`config.mk`:
```
export PLATFORM = sky130hd
export DESIGN_NAME = uart_rx_param
export DESIGN_NICKNAME = d
export VERILOG_FILES = /design/src/rtl/uart_pkg.sv /design/src/rtl/uart_rx_sync.sv /design/src/rtl/uart_rx_param.sv
export SDC_FILE = /design/constraint.sdc
export NUM_CORES = 1
export LEC_CHECK = 0
export ABC_AREA = 1
export CAP_MARGIN = 5
export CORE_MARGIN = 8
export CORE_UTILIZATION = 41
export DETAILED_ROUTE_END_ITERATION = 16
export GPL_ROUTABILITY_DRIVEN = 0
export GPL_TIMING_DRIVEN = 0
export MAX_ROUTING_LAYER = met4
export SLEW_MARGIN = 20
export SYNTH_ARGS = -nofsm -noshare
export SYNTH_HDL_FRONTEND = slang
export SYNTH_SLANG_ARGS = --single-unit
```
`constraint.sdc`:
```
create_clock -name clk -period 1.7 [get_ports clk]
set_clock_uncertainty 0.15 [all_clocks]
set_input_delay 0.51 -clock clk [delete_from_list [all_inputs] [get_ports clk]]
set_output_delay 0.51 -clock clk [all_outputs]
set_load 0.01 [all_outputs]
```
`src/rtl/uart_pkg.sv`:
```
// Shared definitions for the parametrised UART receiver.
//   rx_state_e  : receiver FSM states (3-bit encoding)
//   PAR_MODE_*  : parity-mode constants for the PARITY_ODD parameter
//   majority3() : 2-of-3 vote used for bit sampling
package uart_pkg;

  typedef enum logic [2:0] {
    S_IDLE     = 3'd0,
    S_START    = 3'd1,
    S_DATA     = 3'd2,
    S_PARITY   = 3'd3,
    S_STOP     = 3'd4,
    S_BRK_WAIT = 3'd5
  } rx_state_e;

  localparam int PAR_MODE_EVEN = 0;
  localparam int PAR_MODE_ODD  = 1;

  function automatic logic majority3(input logic a, input logic b, input logic c);
    return (a & b) | (a & c) | (b & c);
  endfunction

endpackage

```
`src/rtl/uart_rx_sync.sv`:
```
// Synchroniser for the asynchronous serial line.
//   clk   : system clock
//   reset : async active-low reset; chain resets to 1 (idle line)
//   d     : asynchronous input
//   q     : synchronised output, STAGES clocks of latency
module uart_rx_sync #(
  parameter int STAGES = 2
) (
  input  logic clk,
  input  logic reset,
  input  logic d,
  output logic q
);

  logic [STAGES-1:0] chain;

  always_ff @(posedge clk or negedge reset) begin
    if (!reset) chain <= '1;
    else        chain <= {chain[STAGES-2:0], d};
  end

  assign q = chain[STAGES-1];

endmodule

```
`src/rtl/uart_rx_param.sv`:
```
// Parametrised UART receiver, system-clocked with the baud tick as enable.
//   clk, reset      : system clock, async active-low reset
//   tick            : NUM_TICKS x baud enable pulse
//   rx_bit          : asynchronous serial input, idle high
//   rx_done_tick    : 1-clk pulse when a frame completes
//   data_out        : last received word (held)
//   parity_err      : parity mismatch in last frame (held)
//   frame_err       : a stop bit sampled 0 in last frame (held)
//   break_det       : last frame was an all-zero break (held)
//   busy            : FSM not idle
module uart_rx_param
  import uart_pkg::*;
#(
  parameter int NBIT_DATA   = 8,
  parameter int NUM_TICKS   = 16,
  parameter int PARITY_EN   = 0,
  parameter int PARITY_ODD  = PAR_MODE_EVEN,
  parameter int NUM_STOP    = 1,
  parameter int SYNC_STAGES = 2
) (
  input  logic                 clk,
  input  logic                 reset,
  input  logic                 tick,
  input  logic                 rx_bit,
  output logic                 rx_done_tick,
  output logic [NBIT_DATA-1:0] data_out,
  output logic                 parity_err,
  output logic                 frame_err,
  output logic                 break_det,
  output logic                 busy
);

  localparam int TW = $clog2(NUM_TICKS);
  localparam int BW = $clog2(NBIT_DATA + 1);
  localparam logic [TW-1:0] T_MID  = TW'(NUM_TICKS/2 - 1);
  localparam logic [TW-1:0] T_S0   = TW'(NUM_TICKS - 3);
  localparam logic [TW-1:0] T_S1   = TW'(NUM_TICKS - 2);
  localparam logic [TW-1:0] T_LAST = TW'(NUM_TICKS - 1);
  localparam logic [BW-1:0] B_LAST = BW'(NBIT_DATA - 1);
  localparam logic          STOP_LAST = 1'(NUM_STOP - 1);

  rx_state_e state, state_nxt;
  logic                 rxs;
  logic [TW-1:0]        tcnt, tcnt_nxt;
  logic [BW-1:0]        bcnt, bcnt_nxt;
  logic [NBIT_DATA-1:0] buffer, buf_nxt;
  logic [1:0]           samp, samp_nxt;
  logic                 par_bit, par_bit_nxt;
  logic                 perr, perr_nxt;
  logic                 stop_idx, stop_idx_nxt;
  logic                 s_ones, s_ones_nxt;   // every stop bit so far was 1
  logic                 s_zero, s_zero_nxt;   // every stop bit so far was 0
  logic                 bit_val, done, brk, ones, zeros;

  uart_rx_sync #(.STAGES(SYNC_STAGES)) u_sync (
    .clk   (clk),
    .reset (reset),
    .d     (rx_bit),
    .q     (rxs)
  );

  always_ff @(posedge clk or negedge reset) begin
    if (!reset) state <= S_IDLE;
    else        state <= state_nxt;
  end

  always_comb begin
    state_nxt    = state;
    tcnt_nxt     = tcnt;
    bcnt_nxt     = bcnt;
    buf_nxt      = buffer;
    samp_nxt     = samp;
    par_bit_nxt  = par_bit;
    perr_nxt     = perr;
    stop_idx_nxt = stop_idx;
    s_ones_nxt   = s_ones;
    s_zero_nxt   = s_zero;
    done         = 1'b0;
    brk          = 1'b0;
    // third vote is the live sample at the terminal count
    bit_val      = majority3(samp[1], samp[0], rxs);
    ones         = s_ones & bit_val;
    zeros        = s_zero & ~bit_val;
    if (tick) begin
      unique case (state)
        S_IDLE: begin
          if (!rxs) begin
            state_nxt   = S_START;
            tcnt_nxt    = '0;
            perr_nxt    = 1'b0;
            par_bit_nxt = 1'b0;
          end
        end
        S_START: begin
          if (tcnt == T_MID) begin
            if (rxs) state_nxt = S_IDLE;
            else begin
              state_nxt = S_DATA;
              tcnt_nxt  = '0;
              bcnt_nxt  = '0;
            end
          end else tcnt_nxt = tcnt + 1'b1;
        end
        S_DATA, S_PARITY, S_STOP: begin
          if (tcnt == T_S0) samp_nxt[0] = rxs;
          if (tcnt == T_S1) samp_nxt[1] = rxs;
          if (tcnt == T_LAST) begin
            tcnt_nxt = '0;
            if (state == S_DATA) begin
              buf_nxt = {bit_val, buffer[NBIT_DATA-1:1]};
              if (bcnt == B_LAST) begin
                bcnt_nxt     = '0;
                state_nxt    = (PARITY_EN != 0) ? S_PARITY : S_STOP;
                stop_idx_nxt = 1'b0;
                s_ones_nxt   = 1'b1;
                s_zero_nxt   = 1'b1;
              end else bcnt_nxt = bcnt + 1'b1;
            end else if (state == S_PARITY) begin
              par_bit_nxt = bit_val;
              perr_nxt    = (^buffer) ^ bit_val ^ (PARITY_ODD != 0);
              state_nxt   = S_STOP;
            end else begin
              s_ones_nxt = ones;
              s_zero_nxt = zeros;
              if (stop_idx == STOP_LAST) begin
                done      = 1'b1;
                brk       = (buffer == '0) && ((PARITY_EN == 0) || !par_bit) && zeros;
                state_nxt = brk ? S_BRK_WAIT : S_IDLE;
              end else stop_idx_nxt = stop_idx + 1'b1;
            end
          end else tcnt_nxt = tcnt + 1'b1;
        end
        S_BRK_WAIT: if (rxs) state_nxt = S_IDLE;
        default:    state_nxt = S_IDLE;
      endcase
    end
  end

  always_ff @(posedge clk or negedge reset) begin
    if (!reset) begin
      tcnt         <= '0;
      bcnt         <= '0;
      buffer       <= '0;
      samp         <= '0;
      par_bit      <= 1'b0;
      perr         <= 1'b0;
      stop_idx     <= 1'b0;
      s_ones       <= 1'b1;
      s_zero       <= 1'b1;
      rx_done_tick <= 1'b0;
      data_out     <= '0;
      parity_err   <= 1'b0;
      frame_err    <= 1'b0;
      break_det    <= 1'b0;
    end else begin
      tcnt         <= tcnt_nxt;
      bcnt         <= bcnt_nxt;
      buffer       <= buf_nxt;
      samp         <= samp_nxt;
      par_bit      <= par_bit_nxt;
      perr         <= perr_nxt;
      stop_idx     <= stop_idx_nxt;
      s_ones       <= s_ones_nxt;
      s_zero       <= s_zero_nxt;
      rx_done_tick <= done;
      if (done) begin
        data_out   <= buffer;
        parity_err <= perr;
        frame_err  <= ~ones;
        break_det  <= brk;
      end
    end
  end

  assign busy = (state != S_IDLE);

endmodule

```
==> impl_metrics.json <==
{
  "status": "finished with violations",
  "violations": "setup timing",
  "worstRegToRegCells": 7,
  "dpl_worst_slack_ns": -0.320,
  "arrival_ns": 1.08,
  "die_x_um": 85.5,
  "grt_overflow": 0,
  "seq_area_um2": 958,
  "drt-initial-drc-count": 78,
  "cp-end-kind": "output pin",
  "initial_utilization_pct": 42.2,
  "finalWorstSetupSlack_ns": -0.0382,
  "core_um2": 4690,
  "h-tree-depth": 2,
  "drt_pass1_iterations": 4,
  "finalPower_mw": 2.83,
  "clockRootBuffer": "clkbuf_8",
  "seq_area_frac_synth_pct": 48.2,
  "crit_family": "flip-flops",
  "fin_crit_sh_pct": 102,
  "ys_ff_latch": 38,
  "fill_cells": 453,
  "numPortBuffers": 16,
  "cts_buffers": 5,
  "placementRows": 25,
  "syn_area_per_cell_um2": 7.77,
  "setup_viol": 1,
  "ys_types": 26,
  "cp_slowest_cell": "dfrtp_2",
  "cts_buffer_depth": 2,
  "io_pins": 17,
  "rsz0062_at_grt": "true",
  "area_delta_synth_final_pct": 28.0,
  "grt_pass1_wl_um": 7000,
  "drive_gt1_share_pct": 19.7,
  "hold_viol": 0,
  "ir_worst_vdd_v": 0.000682,
  "crit_fanout": 3,
  "worst_pin_slew_ns": 0.488,
  "hpwlAfterDp_um": 2980,
  "cts-hold-fix-buffers": 0,
  "syn_area_um2": 1980,
  "syn_nets": 267,
  "vias": 1711,
  "slew_headroom_pct": 67.5,
  "instances_no_fill": 349,
  "crit_path_start_kind": "flop",
  "die_y_um": 85.5,
  "hold_path_class": "in2async",
  "crit_cells": 3,
  "yosysWarnings": 0,
  "clock_latency_ns": 0.29,
  "grt_usage_pct": 12.1,
  "clock.fmax_mhz": 575,
  "drt_wl_total_um": 4210,
  "critPathRequiredTime_ns": 1.04,
  "post-route-util_pct": 54.1,
  "path_class": "reg2out",
  "grt_max_degree": 21,
  "ant_nets": 0,
  "placed_cells": 326,
  "clkTransAtPathRegs_ns": 0.08,
  "p_per_area_nw_per_um2": 1120,
  "dieArea_um2": 7310,
  "report.final.slew_viol_count": 0,
  "setup_tns_ns": -0.0382,
  "antenna_found_initial": 0,
  "final_nets": 306,
  "num_antenna_cells": 0,
  "drc": 0,
  "critical_path.max_stage_delay_ns": 0.44,
  "maxCapViolations": 0,
  "cts_sinks": 38,
  "crit_buf_inv": 1,
  "p_leak_nw": 1.30,
  "min_period_ns": 1.74,
  "path_cells": "nor2_4 -> nand2_2 -> buf_6",
  "wl_per_cell_um": 12.1,
  "grt_pass1_vias": 1544,
  "netlist_instances": 255,
  "vias_per_cell": 4.90,
  "multi_input_area_um2": 958,
  "cts_tree": "yes"
}
[metal layers]
| metal | share of wire (%) | routed length [um] | track usage, % |
|---|---|---|---|
| met5 | 0 | 0 | - |
| met4 | 1.5 | 63 | 4.78 |
| met2 | 46 | 1910 | 19.0 |
| met1 | 48 | 2040 | 14.6 |
| met3 | 4.6 | 193 | 2.87 |
[state kept, by name, indices dropped and copies added, names as in the netlist]
signal	flops
buffer	8
data_out	8
bcnt	4
tcnt	4
state	3
samp	2
u_sync.chain	2
break_det	1
frame_err	1
parity_err	1
perr	1
rx_done_tick	1
s_ones	1
s_zero	1
[synthesized netlist by cell type, drive strengths merged]
library cell	instances	area share, %
nor2	17	3.7
xor2	1	0.44
inv	33	6.3
a21oi	8	2.0
dfrtp	34	43
a21o	1	0.38
a21boi	1	0.38
nand2	89	18
o21ai	31	7.8
nor3	2	0.76
dfstp	4	5.3
buf	4	1.1
ha	8	5.1
nand3	18	4.8
xnor2	1	0.44
or2	1	0.32
nand4	2	0.63
[power by group]
group	leakage, nW	internal [mW]	total [mW]	switching [mW]
combinational	0.750	0.503	1.12	0.622
sequential	0.506	1.01	1.10	0.0907
clock	0.0450	0.285	0.611	0.326
[worst register-to-register path, cell delays in order, from the launching register on]
cell and delay (ns):
dfrtp_2 0.44, buf_12 0.14, inv_1 0.13, nand3_2 0.17
o21ai_2 0.22, nand3_4 0.14, nand2_1 0.08, o21ai_1 0.06
[cells in the final DEF (no fill, tap or decap), types with 2 or more instances in the layout]
master,synthesis,layout
a21oi_1,8,6
buf_12,0,2
buf_4,1,15
buf_6,0,3
clkbuf_8,0,5
clkdlybuf4s50_1,0,2
clkinv_2,0,2
dfrtp_1,34,32
dfrtp_2,0,2
dfstp_2,4,4
dlygate4sd2_1,0,12
ha_1,8,8
inv_1,31,29
inv_2,2,3
nand2_1,85,82
nand2_2,3,5
nand3_1,17,15
nand3_2,1,2
nand4_1,2,2
nor2_1,15,13
nor2_4,1,3
o21ai_0,16,15
o21ai_1,15,15
[final cells by class]
type / count / area share [%]
Buffer: 3 / 1.18
Clock buffer: 6 / 2.86
Clock inverter: 2 / 0.394
Inverter: 33 / 4.98
Multi-Input combinational cell: 180 / 37.8
Sequential cell: 38 / 37.8
Tap cell: 54 / 2.66
Timing Repair Buffer: 33 / 12.4
[final timing paths]
kind,startpoint,to,slack (ns)
worst min-delay path,reset,buffer[1],0.03
worst min register to register,u_sync.chain[0],u_sync.chain[1],0.21
worst max-delay path,state[0],busy,-0.04
max in group asynchronous,reset,s_ones,0.83
min in group clk,u_sync.chain[0],u_sync.chain[1],0.21
worst max register to register,state[0],bcnt[0],0.06
[cell families after synthesis]
logic type | Yosys count | synth area share [%]
simple gates | 129 | 27.8
fa+ha+maj | 8 | 5.05
flops | 38 | 48.2
buf+inv | 37 | 7.39
xor+xnor | 2 | 0.884
compound gates | 41 | 10.6
[through the flow]
stage | hold WS, ns | instance area, um2
2_1_floorplan | 0.0644 | 1980
3_3_place_gp | 0.195 | 2210
3_5_place_dp | 0.197 | 2230
4_1_cts | 0.0405 | 2340
5_1_grt | 0.0604 | 2540
6_report | 0.0299 | 2540
[repair_timing]
| action | in CTS | in global routing |
|---|---|---|
| resized for setup | 24 | 24 |
| pin swaps | 1 | 6 |
| buffers inserted | 3 | 13 |
| endpoints found under the setup margin | 26 | 32 |
Note: power is estimated with default switching activity, not from simulation.
==> edit 1: new RTL, config.mk and constraints unchanged <==
Remove the register `rx_done_tick`: a continuous assignment takes its place, so the output `rx_done_tick` follows one clock earlier.
--- a/src/rtl/uart_rx_param.sv
+++ b/src/rtl/uart_rx_param.sv
@@ -147,7 +147,6 @@
       stop_idx     <= 1'b0;
       s_ones       <= 1'b1;
       s_zero       <= 1'b1;
-      rx_done_tick <= 1'b0;
       data_out     <= '0;
       parity_err   <= 1'b0;
       frame_err    <= 1'b0;
@@ -162,7 +161,6 @@
       stop_idx     <= stop_idx_nxt;
       s_ones       <= s_ones_nxt;
       s_zero       <= s_zero_nxt;
-      rx_done_tick <= done;
       if (done) begin
         data_out   <= buffer;
         parity_err <= perr;
@@ -172,6 +170,8 @@
     end
   end
 
+  assign rx_done_tick = done;
+
   assign busy = (state != S_IDLE);
 
 endmodule
Function: no difference found for any inputs over 10 cycles, from zero or initial values and one cycle with reset low; that may be too few to reach the edited logic, so the function may still have changed.
==> edit 1 against the unedited design <==
The flow still finishes with violations (setup timing). Non-clock buffer count increased by 3. Cell area increased by 1.9%. Hold slack improved by 0.18 ns. Sequential share of layout area decreased by 1.6 points. Routed wire length increased by 1.6%. Count of clock-buffer cells in the layout decreased by 1. Combinational power increased by 20%. Register-to-register slack got worse by 0.08 ns. Cell count increased by 1.1%. Synthesized area about the same. Power increased by 19%. Setup slack got worse by 0.31 ns. Sequential cell count decreased by 1. Highest routed layer unchanged.
==> edit 1: results (changes against the unedited design) <==
outcome=finished, violations left; first-pass GRT wire length=7665 µm (+9.6%); R2R cell count=8 (+1); P_leak=0.001335 µW (+2.6%); final worst setup slack=-0.3479 ns (-0.3097 ns); non-clock buffer count=39 (+8.3%); vias in the first global route=1665 (+7.8%); xor/xnor cell area share of the yosys netlist=0.008844 (about the same); failing checks=setup timing; setup tns final=-0.4781 ns (-0.4399 ns); fraction of area in multi-input gates=0.3708 (-0.006948); sequential share of cell area=0.3616 (-0.01614); CP Max Fanout=2 (-1); largest stage delay on the critical path=0.36 ns (-0.08 ns); clock buffers=5 (-1); GRT Overall Usage=0.1318 (+0.01104); Worst EP arrival=1.39 ns (+0.31 ns); fraction of layout instances using a drive strength above 1=0.2274 (+0.03081); Seq cells=37 (-2.6%); HP Class=flop to flop; Logic power comb=1340 µW (+20%); initial DRC count=85 (+9.0%); top post-synthesis cells by count=nand2_1, inv_1, dfrtp_1; Final setup violation count=5 (+4); Layout Nets=310 (+1.3%); GRT met3 Usage=0.03343 (+0.004776); Area contributors post-synth=dfrtp_1, nand2_1, inv_1, dfstp_2, ha_1
## edit 1: worst min-delay path by stage
stage / startpoint / to / slack [ns] / cells after the start
detailed placement: u_sync.chain[0]$_DFF_PN1_ / u_sync.chain[1]$_DFF_PN1_ / 0.20 / 0
finish: u_sync.chain[0]$_DFF_PN1_ / u_sync.chain[1]$_DFF_PN1_ / 0.21 / 0
floorplan: reset / bcnt[0]$_DFFE_PN0P_ / 0.06 / 0
global route: u_sync.chain[0]$_DFF_PN1_ / u_sync.chain[1]$_DFF_PN1_ / 0.21 / 0
CTS: u_sync.chain[0]$_DFF_PN1_ / u_sync.chain[1]$_DFF_PN1_ / 0.21 / 0
global placement: u_sync.chain[0]$_DFF_PN1_ / u_sync.chain[1]$_DFF_PN1_ / 0.20 / 0
## edit 1: timing repair
item	in CTS	in global routing
endpoints found under the setup margin	36	33
setup buffers	8	9
resized for setup	29	33
pin swaps	3	5
hold buffers	1	0
hold endpoints to repair	12	0
==> edit 2: new RTL, same settings <==
Without the edit above. The parameter `PARITY_EN` goes from 0 to 1.
--- a/src/rtl/uart_rx_param.sv
+++ b/src/rtl/uart_rx_param.sv
@@ -13,7 +13,7 @@
 #(
   parameter int NBIT_DATA   = 8,
   parameter int NUM_TICKS   = 16,
-  parameter int PARITY_EN   = 0,
+  parameter int PARITY_EN   = 1,
   parameter int PARITY_ODD  = PAR_MODE_EVEN,
   parameter int NUM_STOP    = 1,
   parameter int SYNC_STAGES = 2
Formal check against the unedited RTL: no difference found for any inputs over 10 cycles, from zero or initial values and one cycle with reset low; that may be too few to reach the edited logic, so the function may still have changed.
==> edit 2 against the unedited design <==
Synthesized area is 11% higher. Count of clock-buffer cells in the layout shrank 1. Register-to-register slack about the same. Sequential power hardly changed. Cell area grew 6.1%. Power grew 5.4%. Global-route usage grew 0.35 points. Routed wire length is 6.0% higher. Cell count increased by 8.0%. Die area up 9.1%. Sequential cell count increased by 1. Sequential share of layout area down 1.2 points. Setup slack better by 0.055 ns. Largest power group is now sequential cells.
==> edit 2: results (changes against the unedited design) <==
clock slew at reported path FFs=0.08 ns (about the same); Least-Margin Pin Slew=0.3358 ns (-0.1517 ns); Max Root-Sink Buffers=2 (unchanged); routed wl met3=173 µm (-10%); total number of yosys warnings=0 (unchanged); initial antenna violation count=0 (unchanged); clock root buffer=clkbuf_8; met1 WL=2121 µm (+4.2%); 1st-pass router iterations=4 (unchanged); hold endpoint=u_sync.chain[1]$_DFF_PN1_; WL/cell=11.82 µm (-1.9%); synth unique cells=31 (+19%); Mapped Nets=284 (+6.4%); P_leak=0.001362 µW (+4.6%); wire length on met2=2109 µm (+10%); vias in the first global route=1679 (+8.7%); first-pass GRT wire length=7596 µm (+8.6%); Layout Nets=318 (+3.9%); peak supply drop=0.0005527 V (-19%); Hold Path Stages=0; CTS H-Tree Depth=2 (unchanged); outcome=completed; HP Start=u_sync.chain[0]$_DFF_PN1_; GRT Overall Usage=0.1243 (+0.003538); Largest regs=buffer: 8 flops, data_out: 8 flops; HP Class=flop to flop; Area contributors post-synth=dfrtp_1, nand2_1, inv_1, dfstp_2, ha_1; # placed instances=359 (+10%); dominant cell type by area after synthesis=dfrtp_1; fin cells=377 (+8.0%); ys async rst share=1.000 (unchanged); register area share after synthesis=0.4447 (-0.03763); initial DRC count=76 (-2.6%); pin count of the biggest net entering global routing=28 (+33%); Reg2Reg Setup Slack=0.06 ns (about the same); Worst-Skew Late Latency=0.29 ns (about the same); Worst EP arrival=1.02 ns (-0.06 ns); dpl ws=-0.3846 ns (-0.06456 ns); top post-synthesis cells by count=nand2_1, dfrtp_1, inv_1; n_diodes=0 (unchanged); PortBufs=16 (unchanged); DP Wirelength=3300 µm (+11%); Top Metal Used=met4; Synth Instances=272 (+6.7%); CTS Buf Count=5 (unchanged); CP Max Fanout=3 (unchanged); R2R cell count=9 (+2); via count=1756 (+2.6%); fraction of layout instances using a drive strength above 1=0.2638 (+0.06723); worst reg2reg startpoint=tcnt[1]$_DFFE_PN0P_; Crit Reg-Reg Endpoint=buffer[1]$_DFFE_PN0P_; Pwr Density=1110 mW/mm² (-0.63%)
==> edit 2: timing repair <==
action	CTS	global route
pin swaps	1	6
setup endpoints to repair	42	21
hold endpoints to repair	9	0
resized for setup	21	14
setup buffers	6	3
hold buffers	1	0
==> edit 2: kinds of logic (layout without fill, tap and decap cells) <==
kind of cell	after synthesis	after routing	share of synthesized area
buffers and inverters	44	79	0.08565
xor gates and xnor gates	3	3	0.01191
AOI/OAI and AO/OA	31	31	0.08679
adders and majority gates	8	8	0.04538
and+or+nand+nor	147	147	0.3256
DFF	39	39	0.4447
==> edit 2: through the flow <==
| stage | power [µW] | utilization | area (µm²) | hold WS, ns |
|---|---|---|---|---|
| after floorplan | 1845 | - | 2206 | 0.06441 |
| after global placement | 2048 | 0.4774 | 2454 | 0.1957 |
| after detailed placement | 2061 | 0.4803 | 2469 | 0.1984 |
| after CTS | 2934 | 0.5105 | 2624 | 0.2105 |
| after global routing | 3176 | 0.5236 | 2691 | 0.2128 |
| final | 2986 | 0.5236 | 2691 | 0.2098 |
==> edit 2: worst max-delay path, stage by stage, from the launching register on <==
cell     delay (ns)
dfrtp_1        0.38
buf_6          0.13
inv_4          0.05
nand2_1        0.04
buf_2          0.13
==> edit 2: layout make-up <==
type                    instances  area, µm²
multi-input cells             189       1079
clock buffers                   5      68.82
inverters                      39      153.9
well taps                      70      87.58
repair buffers                 27      231.5
clock inverters                 3      43.79
flip-flops and latches         39      983.4
fillers                       532       2449
plain buffers                   5      43.79
==> edit 2: power breakdown <==
part	switching [µW]	leakage [µW]	internal [µW]	total, µW
clock	348	0.0000581	437	785
combinational	681	0.000783	419	1100
sequential	84.1	0.000521	1020	1100
==> edit 2: per-layer routing <==
layer,track usage,vias to the layer above
li1,-,920
met5,-,-
met4,0.04683,0
met3,0.02390,5
met1,0.1472,810
met2,0.2040,21
==> edit 2: how the worst max path moves through the flow <==
stage | startpoint | endpoint | slack (ns) | cells after the start
detailed placement | tick | buffer[1]$_DFFE_PN0P_ | -0.38 | 7
global route | u_sync.chain[1]$_DFF_PN1_ | state[0]$_DFFE_PN0P_ | -0.03 | 7
global placement | reset | bcnt[1]$_DFFE_PN0P_ | -1.03 | 1
CTS | state[2]$_DFFE_PN0P_ | busy | 0.007 | 4
floorplan | tcnt[0]$_DFFE_PN0P_ | buffer[1]$_DFFE_PN0P_ | 0.13 | 9
finish | state[2]$_DFFE_PN0P_ | busy | 0.02 | 4
